[src/rtl/lcd_scanout_if.sv]
// Video/framebuffer bundle for lcd_scanout: framebuffer read port, bank select, PPU frame pulse
// and the raster outputs. master = scanout side, slave = framebuffer RAM / video sink side.
interface lcd_scanout_if;
    logic [14:0] fb_a;
    logic [1:0]  fb_dout;
    logic        frame_done;
    logic        fb_bank;
    logic        hsync;
    logic        vsync;
    logic        de;
    logic [11:0] rgb;

    modport master (
        output fb_a, fb_bank, hsync, vsync, de, rgb,
        input  fb_dout, frame_done
    );

    modport slave (
        input  fb_a, fb_bank, hsync, vsync, de, rgb,
        output fb_dout, frame_done
    );
endinterface

[src/rtl/lcd_scanout.sv]
// Raster timing generator and framebuffer reader for a 160x144 2-bit LCD image, scaled and centred.
// Define LCD_SCANOUT_DBUF_EN to swap framebuffer banks at vsync after each completed PPU frame.
module lcd_scanout #(
    parameter int H_ACTIVE = 640,
    parameter int H_FP     = 16,
    parameter int H_SYNC   = 96,
    parameter int H_BP     = 48,
    parameter int V_ACTIVE = 480,
    parameter int V_FP     = 10,
    parameter int V_SYNC   = 2,
    parameter int V_BP     = 33,
    parameter int SCALE    = 3,
    parameter int X_OFF    = 80,
    parameter int Y_OFF    = 24
) (
    input  logic          clk,
    input  logic          rst,
    lcd_scanout_if.master bus
);
    localparam int CW      = 12;
    localparam int H_TOTAL = H_ACTIVE + H_FP + H_SYNC + H_BP;
    localparam int V_TOTAL = V_ACTIVE + V_FP + V_SYNC + V_BP;
    localparam int SW      = (SCALE > 1) ? $clog2(SCALE) : 1;

    localparam logic [CW-1:0] H_LAST = CW'(H_TOTAL - 1);
    localparam logic [CW-1:0] V_LAST = CW'(V_TOTAL - 1);
    localparam logic [CW-1:0] H_ACT  = CW'(H_ACTIVE);
    localparam logic [CW-1:0] V_ACT  = CW'(V_ACTIVE);
    localparam logic [CW-1:0] HS_BEG = CW'(H_ACTIVE + H_FP);
    localparam logic [CW-1:0] HS_END = CW'(H_ACTIVE + H_FP + H_SYNC);
    localparam logic [CW-1:0] VS_BEG = CW'(V_ACTIVE + V_FP);
    localparam logic [CW-1:0] VS_END = CW'(V_ACTIVE + V_FP + V_SYNC);
    localparam logic [CW-1:0] WX_BEG = CW'(X_OFF);
    localparam logic [CW-1:0] WX_END = CW'(X_OFF + 160 * SCALE);
    localparam logic [CW-1:0] WY_BEG = CW'(Y_OFF);
    localparam logic [CW-1:0] WY_END = CW'(Y_OFF + 144 * SCALE);
    localparam logic [SW-1:0] SUB_LAST = SW'(SCALE - 1);

    logic [CW-1:0] hc_q, vc_q;
    logic [SW-1:0] xs_q, ys_q;
    logic [7:0]    x_q;
    logic [14:0]   row_base_q, fb_a_q;
    logic          hs1_q, vs1_q, de1_q, win1_q;
    logic          hs2_q, vs2_q, de2_q, win2_q;
    logic          hsync_q, vsync_q, de_q;
    logic [11:0]   rgb_q;

    logic h_last, v_last, in_win_x, in_win_y, in_win, hs_raw, vs_raw, de_raw;

    assign h_last   = (hc_q == H_LAST);
    assign v_last   = (vc_q == V_LAST);
    assign in_win_x = (hc_q >= WX_BEG) && (hc_q < WX_END);
    assign in_win_y = (vc_q >= WY_BEG) && (vc_q < WY_END);
    assign in_win   = in_win_x && in_win_y;
    assign hs_raw   = !((hc_q >= HS_BEG) && (hc_q < HS_END));
    assign vs_raw   = !((vc_q >= VS_BEG) && (vc_q < VS_END));
    assign de_raw   = (hc_q < H_ACT) && (vc_q < V_ACT);

    function automatic logic [11:0] shade_rgb(input logic [1:0] s);
        case (s)
            2'd0:    return 12'hFFF;
            2'd1:    return 12'hAAA;
            2'd2:    return 12'h555;
            default: return 12'h000;
        endcase
    endfunction

    always_ff @(posedge clk or posedge rst) begin
        if (rst) begin
            hc_q <= '0;
            vc_q <= '0;
        end else if (h_last) begin
            hc_q <= '0;
            vc_q <= v_last ? '0 : vc_q + 1'b1;
        end else begin
            hc_q <= hc_q + 1'b1;
        end
    end

    // Column/row sub-counters stand in for y*160+x without a multiplier.
    always_ff @(posedge clk or posedge rst) begin
        if (rst) begin
            x_q        <= '0;
            xs_q       <= '0;
            ys_q       <= '0;
            row_base_q <= '0;
            fb_a_q     <= '0;
        end else begin
            if (in_win) begin
                fb_a_q <= row_base_q + {7'd0, x_q};
                if (xs_q == SUB_LAST) begin
                    xs_q <= '0;
                    x_q  <= x_q + 1'b1;
                end else begin
                    xs_q <= xs_q + 1'b1;
                end
            end else begin
                xs_q <= '0;
                x_q  <= '0;
            end
            if (h_last) begin
                if (v_last) begin
                    row_base_q <= '0;
                    ys_q       <= '0;
                end else if (in_win_y) begin
                    if (ys_q == SUB_LAST) begin
                        ys_q       <= '0;
                        row_base_q <= row_base_q + 15'd160;
                    end else begin
                        ys_q <= ys_q + 1'b1;
                    end
                end
            end
        end
    end

    // Timing flags ride alongside the RAM read so everything leaves aligned.
    always_ff @(posedge clk or posedge rst) begin
        if (rst) begin
            hs1_q   <= 1'b1;
            vs1_q   <= 1'b1;
            de1_q   <= 1'b0;
            win1_q  <= 1'b0;
            hs2_q   <= 1'b1;
            vs2_q   <= 1'b1;
            de2_q   <= 1'b0;
            win2_q  <= 1'b0;
            hsync_q <= 1'b1;
            vsync_q <= 1'b1;
            de_q    <= 1'b0;
            rgb_q   <= '0;
        end else begin
            hs1_q   <= hs_raw;
            vs1_q   <= vs_raw;
            de1_q   <= de_raw;
            win1_q  <= in_win;
            hs2_q   <= hs1_q;
            vs2_q   <= vs1_q;
            de2_q   <= de1_q;
            win2_q  <= win1_q;
            hsync_q <= hs2_q;
            vsync_q <= vs2_q;
            de_q    <= de2_q;
            if (!de2_q)
                rgb_q <= 12'h000;
            else if (win2_q)
                rgb_q <= shade_rgb(bus.fb_dout);
            else
                rgb_q <= 12'h222;
        end
    end

`ifdef LCD_SCANOUT_DBUF_EN
    logic bank_q, pend_q, vs_start;

    assign vs_start = (hc_q == '0) && (vc_q == VS_BEG);

    // A pulse coinciding with the swap clock is kept for the following frame.
    always_ff @(posedge clk or posedge rst) begin
        if (rst) begin
            bank_q <= 1'b0;
            pend_q <= 1'b0;
        end else if (vs_start && pend_q) begin
            bank_q <= ~bank_q;
            pend_q <= bus.frame_done;
        end else if (bus.frame_done) begin
            pend_q <= 1'b1;
        end
    end

    assign bus.fb_bank = bank_q;
`else
    logic unused_frame_done;
    assign unused_frame_done = bus.frame_done;
    assign bus.fb_bank       = 1'b0;
`endif

    assign bus.fb_a  = fb_a_q;
    assign bus.hsync = hsync_q;
    assign bus.vsync = vsync_q;
    assign bus.de    = de_q;
    assign bus.rgb   = rgb_q;
endmodule

[src/flat_wrapper.sv]
// flat-port wrapper written by rule: the top's interface ports become plain ports
module lcd_scanout_flat 
#(
    parameter int H_ACTIVE = 640,
    parameter int H_FP     = 16,
    parameter int H_SYNC   = 96,
    parameter int H_BP     = 48,
    parameter int V_ACTIVE = 480,
    parameter int V_FP     = 10,
    parameter int V_SYNC   = 2,
    parameter int V_BP     = 33,
    parameter int SCALE    = 3,
    parameter int X_OFF    = 80,
    parameter int Y_OFF    = 24
)
  (clk, rst, bus_fb_a, bus_fb_bank, bus_hsync, bus_vsync, bus_de, bus_rgb, bus_fb_dout, bus_frame_done);
  lcd_scanout_if bus_i ();
  input  logic clk;
  input  logic rst;
  output wire logic [$bits(bus_i.fb_a)-1:0] bus_fb_a;
  output wire logic [$bits(bus_i.fb_bank)-1:0] bus_fb_bank;
  output wire logic [$bits(bus_i.hsync)-1:0] bus_hsync;
  output wire logic [$bits(bus_i.vsync)-1:0] bus_vsync;
  output wire logic [$bits(bus_i.de)-1:0] bus_de;
  output wire logic [$bits(bus_i.rgb)-1:0] bus_rgb;
  input wire logic [$bits(bus_i.fb_dout)-1:0] bus_fb_dout;
  input wire logic [$bits(bus_i.frame_done)-1:0] bus_frame_done;
  assign bus_fb_a = bus_i.fb_a;
  assign bus_fb_bank = bus_i.fb_bank;
  assign bus_hsync = bus_i.hsync;
  assign bus_vsync = bus_i.vsync;
  assign bus_de = bus_i.de;
  assign bus_rgb = bus_i.rgb;
  assign bus_i.fb_dout = bus_fb_dout;
  assign bus_i.frame_done = bus_frame_done;
  lcd_scanout #(.H_ACTIVE(H_ACTIVE), .H_FP(H_FP), .H_SYNC(H_SYNC), .H_BP(H_BP), .V_ACTIVE(V_ACTIVE), .V_FP(V_FP), .V_SYNC(V_SYNC), .V_BP(V_BP), .SCALE(SCALE), .X_OFF(X_OFF), .Y_OFF(Y_OFF)) u_core (.clk(clk), .rst(rst), .bus(bus_i));
endmodule
[config.mk]
export PLATFORM = sky130hd
export DESIGN_NAME = lcd_scanout_flat
export DESIGN_NICKNAME = d
export VERILOG_FILES = /design/src/rtl/lcd_scanout_if.sv /design/src/rtl/lcd_scanout.sv /design/src/flat_wrapper.sv
export SDC_FILE = /design/constraint.sdc
export NUM_CORES = 1
export LEC_CHECK = 0
export CORE_UTILIZATION = 28
export CTS_CLUSTER_SIZE = 12
export DETAILED_ROUTE_END_ITERATION = 7
export PLACE_DENSITY_LB_ADDON = 0.2
export SYNTH_ARGS = -nofsm -noshare
export SYNTH_HDL_FRONTEND = slang
export SYNTH_SLANG_ARGS = --single-unit
[constraint.sdc]
create_clock -name clk -period 2.75 [get_ports clk]
set_input_delay 0.275 -clock clk [delete_from_list [all_inputs] [get_ports clk]]
set_output_delay 0.275 -clock clk [all_outputs]
set_load 0.02 [all_outputs]
# Word-level counts from Yosys, hierarchy flattened

Cells that the tools add are included.

Bits in registers: 89
Input bits: 5
Word-level logic and storage cells: 71

Add/subtract/negate cells: 7
Magnitude comparators: 10
Equal/unequal tests: 7
Mux-type cells: 15
Reduce and logical (&&, ||, !) cells: 13

Operators with widths:

| operator                | number |
|---|---|
| $mux W12                | 4 |
| $mux W15                | 3 |
| $lt A12 B10 Y1 const B  | 3 |
| $lt A12 B9 Y1 const B   | 3 |
| $pmux W12 S3            | 1 |
| $add A12 B1 Y12 const B | 2 |
| $eq A12 B10 Y1 const B  | 2 |
| $mux W8                 | 2 |
| $add A15 B8 Y15         | 1 |
| $add A15 B8 Y15 const B | 1 |
| $ge A12 B10 Y1 const B  | 1 |
| $ge A12 B5 Y1 const B   | 1 |
| $ge A12 B7 Y1 const B   | 1 |
| $ge A12 B9 Y1 const B   | 1 |
| $mux W2                 | 5 |
| $add A8 B1 Y8 const B   | 1 |
| $eq A2 B2 Y1 const B    | 3 |
| $logic_and A1 B1 Y1     | 6 |
| $add A2 B1 Y2 const B   | 2 |
| $reduce_bool A2 Y1      | 2 |
| $reduce_and A3 Y1       | 1 |
| $eq A2 B1 Y1 const B    | 1 |
| $logic_not A1 Y1        | 2 |
| $logic_not A2 Y1        | 1 |
| other kinds (2)         | 2 |

# Depth between registers and ports, before layout

Depth after elaboration: 4
Depth in mapped cells: 8
Depth with buffers taken out: 7

# Worst setup path after synthesis

No wires, ideal clock.

Kind: register -> register
From: reg u_core.hc_q[5]
To: reg u_core.row_base_q[12]
Data arrival time: 2.611 ns
Data required time: 2.684 ns
Slack: 0.073 ns
Cell stages (with the launch flop): 7
Path buffers: 1
Cells stage by stage: dfrtp_1 -> or4b_1 -> or4_4 -> or4_1 -> buf_2 -> or4_1 -> nand2_1

Word-level cells in the longest chain between the ends: 2

Ends and longest elaborated chain:

| what                        | line               | text |
|---|---|---|
| start, declared             | lcd_scanout.sv:39  | `logic [CW-1:0] hc_q, vc_q;` |
| start signal, assigned      | lcd_scanout.sv:76  | `hc_q <= hc_q + 1'b1;` |
| $eq A12 B10 Y1              | lcd_scanout.sv:50  | `assign h_last = (hc_q == H_LAST);` |
| $reduce_and A3 Y1 (no line) | -                  |  |
| end signal, assigned        | lcd_scanout.sv:108 | `row_base_q <= row_base_q + 15'd160;` |
| end, declared               | lcd_scanout.sv:42  | `logic [14:0] row_base_q, fb_a_q;` |

Every way passes these cells.
A chain may end at the register's enable or synchronous reset.

# Worst setup path after layout

Ends and elaborated chain as after synthesis.

==> flow_summary.html <==
<table>
<tr><th>Metric</th><th>Value</th></tr>
<tr><th colspan="2">Clock tree</th></tr>
<tr><td>Clock-pin slew reported for the worst setup and hold paths after clock tree synthesis</td><td>0.06 ns</td></tr>
<tr><td>Clk Tree Root Cell</td><td>sky130_fd_sc_hd__clkbuf_16</td></tr>
<tr><td>Num Clock Sinks</td><td>75</td></tr>
<tr><td>Maximum count of clock buffers along a single path</td><td>2</td></tr>
<tr><td>H-Tree Level Count</td><td>3</td></tr>
<tr><td>Clock insertion delay at the later pin of the skew report</td><td>0.34 ns</td></tr>
<tr><td>Number of buffers inserted during clock tree synthesis</td><td>9</td></tr>
<tr><td>Number of buffers inserted for hold repair after clock tree synthesis</td><td>0</td></tr>
<tr><td>Clock tree from TritonCTS</td><td>built</td></tr>
<tr><th colspan="2">Detailed routing</th></tr>
<tr><td>Antenna Nets Post-Route</td><td>0</td></tr>
<tr><td>Detailed-route wire length per cell</td><td>12.5 µm</td></tr>
<tr><td>Average vias per placed instance</td><td>4.60</td></tr>
<tr><td>Wire length after detailed routing</td><td>6790 µm</td></tr>
<tr><td>Number of DRC violations after detailed routing</td><td>0</td></tr>
<tr><td>DRT iter0 DRCs</td><td>94</td></tr>
<tr><td>Total vias in the final route</td><td>2509</td></tr>
<tr><td>Pre-antenna DRT Iters</td><td>4</td></tr>
<tr><th colspan="2">Global routing</th></tr>
<tr><td>First-pass GRT wire length</td><td>12000 µm</td></tr>
<tr><td>Via count of the first global-routing pass</td><td>2473</td></tr>
<tr><td>Global route total overflow</td><td>0</td></tr>
<tr><td>Largest net degree at the start of global routing</td><td>54</td></tr>
<tr><td>Antenna violations before repair</td><td>0</td></tr>
<tr><td>Total global routing track utilization</td><td>11.8%</td></tr>
<tr><th colspan="2">Floorplanning</th></tr>
<tr><td>Die Width</td><td>115 µm</td></tr>
<tr><td>Boundary Pins</td><td>36</td></tr>
<tr><td>Floorplan row count</td><td>40</td></tr>
<tr><td>DIE AREA</td><td>13300 µm²</td></tr>
<tr><td>Area of the core region</td><td>12300 µm²</td></tr>
<tr><td>Height of the chip</td><td>115 µm</td></tr>
<tr><td>Initial Utilization</td><td>29.2%</td></tr>
<tr><th colspan="2">Synth</th></tr>
<tr><td>Number of enable flip-flop cells after synthesis</td><td>0</td></tr>
<tr><td>Main flop type after synthesis</td><td>sky130_fd_sc_hd__dfrtp_1</td></tr>
<tr><td>Number of distinct library cells after synthesis</td><td>46</td></tr>
<tr><td>Mean cell area of the mapped netlist</td><td>10.6 µm²</td></tr>
<tr><td>Warnings from Yosys</td><td>0</td></tr>
<tr><td>Fraction of the yosys area taken by sequential cells</td><td>52.6%</td></tr>
<tr><td>Synth Register Bits</td><td>75</td></tr>
<tr><td>Synth Instances</td><td>338</td></tr>
<tr><td>Asr flop ratio synth</td><td>100%</td></tr>
<tr><td>Post-synthesis instance area</td><td>3580 µm²</td></tr>
<tr><th colspan="2">Outcome</th></tr>
<tr><td>Result of the run</td><td>finished, final reports clean</td></tr>
<tr><th colspan="2">Final layout</th></tr>
<tr><td>Combined area of the multi-input logic cells</td><td>1560 µm²</td></tr>
<tr><td>Total non-filler cell area in the finished layout</td><td>4390 µm²</td></tr>
<tr><td>Synth-to-layout area growth</td><td>22.6%</td></tr>
<tr><td>ANT cells</td><td>0</td></tr>
<tr><td>Proportion of layout cells with a drive suffix above 1</td><td>14.9%</td></tr>
<tr><td>Storage element area</td><td>1880 µm²</td></tr>
<tr><td>Nets</td><td>387</td></tr>
<tr><td>Filler Cell Count</td><td>1238</td></tr>
<tr><th colspan="2">Setup path</th></tr>
<tr><td>Crit-path most repeated cell</td><td>sky130_fd_sc_hd__or4_4</td></tr>
<tr><td>Critical path's largest stage delay</td><td>0.58 ns</td></tr>
<tr><td>Launch instance of the worst register-to-register path</td><td>u_core.hc_q[5]</td></tr>
<tr><td>Maximum fanout count along the critical path</td><td>7</td></tr>
<tr><td>R2R Setup Slk</td><td>0.12 ns</td></tr>
<tr><td>Worst r2r dst</td><td>u_core.row_base_q[12]</td></tr>
<tr><td>Crit end category</td><td>flip-flop</td></tr>
<tr><td>Crit path DAT</td><td>2.91 ns</td></tr>
<tr><td>Slowest-stage cell, CP</td><td>sky130_fd_sc_hd__or4_4</td></tr>
<tr><td>End of the critical path</td><td>u_core.row_base_q[12]</td></tr>
<tr><td>Type of element launching the critical path</td><td>flip-flop</td></tr>
<tr><td>Start-to-end type of the worst setup path</td><td>flip-flop to flip-flop</td></tr>
<tr><td>Depth of the most critical reg-to-reg path</td><td>5</td></tr>
<tr><td>CP cell instances</td><td>or4b_1 -&gt; or4_4 -&gt; or4_4 -&gt; or4_1 -&gt; nand2_1</td></tr>
<tr><td>Worst setup startpoint</td><td>u_core.hc_q[5]</td></tr>
<tr><td>Endpoint required time on the critical path</td><td>3.03 ns</td></tr>
<tr><th colspan="2">STA</th></tr>
<tr><td>Max Clock Skew</td><td>0.00570 ns</td></tr>
<tr><td>RSZ-0062 raised after global routing</td><td>no</td></tr>
<tr><td>Worst rel slew slack</td><td>65.6%</td></tr>
<tr><td>Count of endpoints failing hold in the final timing report</td><td>0</td></tr>
<tr><td>Post-route fraction of the period consumed by the critical path</td><td>95.7%</td></tr>
<tr><td>Hold Worst Slack</td><td>0.302 ns</td></tr>
<tr><td>Final Max Tran Viols</td><td>0</td></tr>
<tr><td>Tightest Pin Transition</td><td>0.515 ns</td></tr>
<tr><td>Final setup TNS</td><td>0 ns</td></tr>
<tr><td>Setup violators final</td><td>0</td></tr>
<tr><td>Final period demand of the worst path</td><td>2.63 ns</td></tr>
<tr><td>Maximum clock frequency</td><td>0.380 GHz</td></tr>
<tr><th colspan="2">Placement</th></tr>
<tr><td>Detailed Place HPWL</td><td>4660 µm</td></tr>
<tr><td>Port Buffers</td><td>33</td></tr>
<tr><td>Cell Area, Placed</td><td>4100 µm²</td></tr>
<tr><td>Gp weighted congestion</td><td>0.808</td></tr>
<tr><th colspan="2">Power</th></tr>
<tr><td>Cell leakage power</td><td>1.97 nW</td></tr>
<tr><td>P per Cell Area</td><td>513 nW/µm²</td></tr>
<tr><td>Maximum VDD drop</td><td>0.000242 V</td></tr>
<tr><th colspan="2">Hold path</th></tr>
<tr><td>Hold/Removal Path Class</td><td>primary input to asynchronous set/reset pin</td></tr>
<tr><th colspan="2">Flow run</th></tr>
<tr><td>Maximum capacitance violations</td><td>0</td></tr>
</table>
==> layer usage <==
| layer | global-route usage, % | vias to the layer above | part of all wire [%] |
|---|---|---|---|
| met5 | 0 | - | 0 |
| met2 | 18.2 | 36 | 45 |
| met1 | 15.4 | 1218 | 50 |
| met4 | 5.63 | 0 | 1.8 |
| li1 | - | 1248 | - |
| met3 | 3.11 | 7 | 2.8 |
==> how the worst min path moves through the flow <==
stage / from / end / slack [ns] / cells past startpoint
2_1_floorplan: u_core.de1_q / u_core.de2_q / 0.33 / 0
3_3_place_gp: u_core.win1_q / u_core.win2_q / 0.34 / 0
3_5_place_dp: u_core.win1_q / u_core.win2_q / 0.34 / 0
4_1_cts: rst / u_core.ys_q[1] / 0.33 / 2
5_1_grt: u_core.hs2_q / u_core.bus.hsync / 0.36 / 0
6_report: rst / u_core.hc_q[2] / 0.30 / 2
==> report_power, final <==
| group | switching [mW] | internal, mW | total, mW |
|---|---|---|---|
| registers | 0.000337 | 1.10 | 1.10 |
| logic | 0.0251 | 0.00869 | 0.0337 |
| clock network | 0.491 | 0.625 | 1.12 |
| total | 0.516 | 1.74 | 2.25 |
==> registers in the layout, summed over array words and instances (netlist names), 2 cells and up <==
signal	count
u_core.bus.fb_a	15
u_core.hc_q	12
u_core.vc_q	12
u_core.row_base_q	10
u_core.x_q	8
u_core.bus.rgb	3
u_core.xs_q	2
u_core.ys_q	2
==> cells by family (layout without fill, tap and decap cells) <==
| logic type | count (synthesis) | in the layout | synth area share, % |
|---|---|---|---|
| adder cells (fa/ha/maj) | 10 | 10 | 3.49 |
| buffers and inverters | 31 | 69 | 4.36 |
| XOR/XNOR | 36 | 36 | 8.80 |
| flip-flops | 75 | 75 | 52.6 |
| AO/OA/AOI/OAI | 40 | 40 | 6.74 |
| multiplexers | 17 | 17 | 5.31 |
| AND/OR/NAND/NOR | 128 | 128 | 18.6 |
| other | 1 | 2 | 0.105 |
==> cell usage after synthesis (all sizes together), types with 2 or more instances <==
master	number	area [µm²]
nor2	25	93.8
or2	2	12.5
o21ai	16	80.1
inv	9	33.8
dfstp	6	158
or3	7	43.8
xor2	22	193
or4b	2	20.0
a21oi	7	35.0
and2	2	12.5
clkbuf	10	37.5
and3	3	18.8
dfrtp	69	1730
xnor2	14	123
nand2	25	93.8
nor2b	2	12.5
a22o	2	17.5
nand2b	3	18.8
mux2	16	180
nor3	14	70.1
nand3	17	85.1
nor4	7	43.8
nand4	7	43.8
ha	10	125
buf	12	85.1
a31oi	3	18.8
or4	7	56.3
o211ai	5	37.5
==> final cells by class <==
type	count	area share [%]
Clock buffer	9	5.13
Clock inverter	7	1.34
Inverter	9	0.769
Multi-Input combinational cell	233	35.4
Sequential cell	75	42.9
Tap cell	168	4.78
Timing Repair Buffer	44	9.68
==> critical path, delay by kind of cell, from the launching register on <==
family,cells,cell delay (ns)
DFF,1,0.37
and+or+nand+nor,5,2.20
==> repair_timing <==
action / 4_1_cts / 5_1_grt
setup buffers: 0 / 0
hold endpoints to repair: 0 / 0
resized for setup: 0 / 2
endpoints found under the setup margin: 0 / 4
==> placed cells by master, fill, tap and decap left out, drive strengths merged, types with 2 or more instances in the layout <==
cell type,count
dfrtp,69
clkdlybuf4s50,33
nand2,25
nor2,25
xor2,22
nand3,17
o21ai,16
mux2,16
nor3,14
xnor2,14
inv,13
buf,11
ha,10
clkbuf,9
nor4,7
nand4,7
a21oi,7
or3,7
or4,7
dfstp,6
o211ai,5
and3,3
nand2b,3
a31oi,3
a22o,2
and2,2
nor2b,2
conb,2
clkinvlp,2
or4b,2
or2,2
==> through the flow <==
| step | power (mW) | setup WS, ns | util (%) | instances |
|---|---|---|---|---|
| after floorplan | 1.15 | 0.0727 | - | 339 |
| after global placement | 1.16 | 0.0568 | 33.4 | 529 |
| final | 2.25 | 0.117 | 35.8 | 545 |
| after global routing | 2.35 | 0.0342 | 35.8 | 545 |
| after detailed placement | 1.16 | 0.0273 | 33.4 | 529 |
| after CTS | 2.31 | 0.0137 | 35.8 | 545 |
Note: power is estimated with default switching activity, not from simulation.
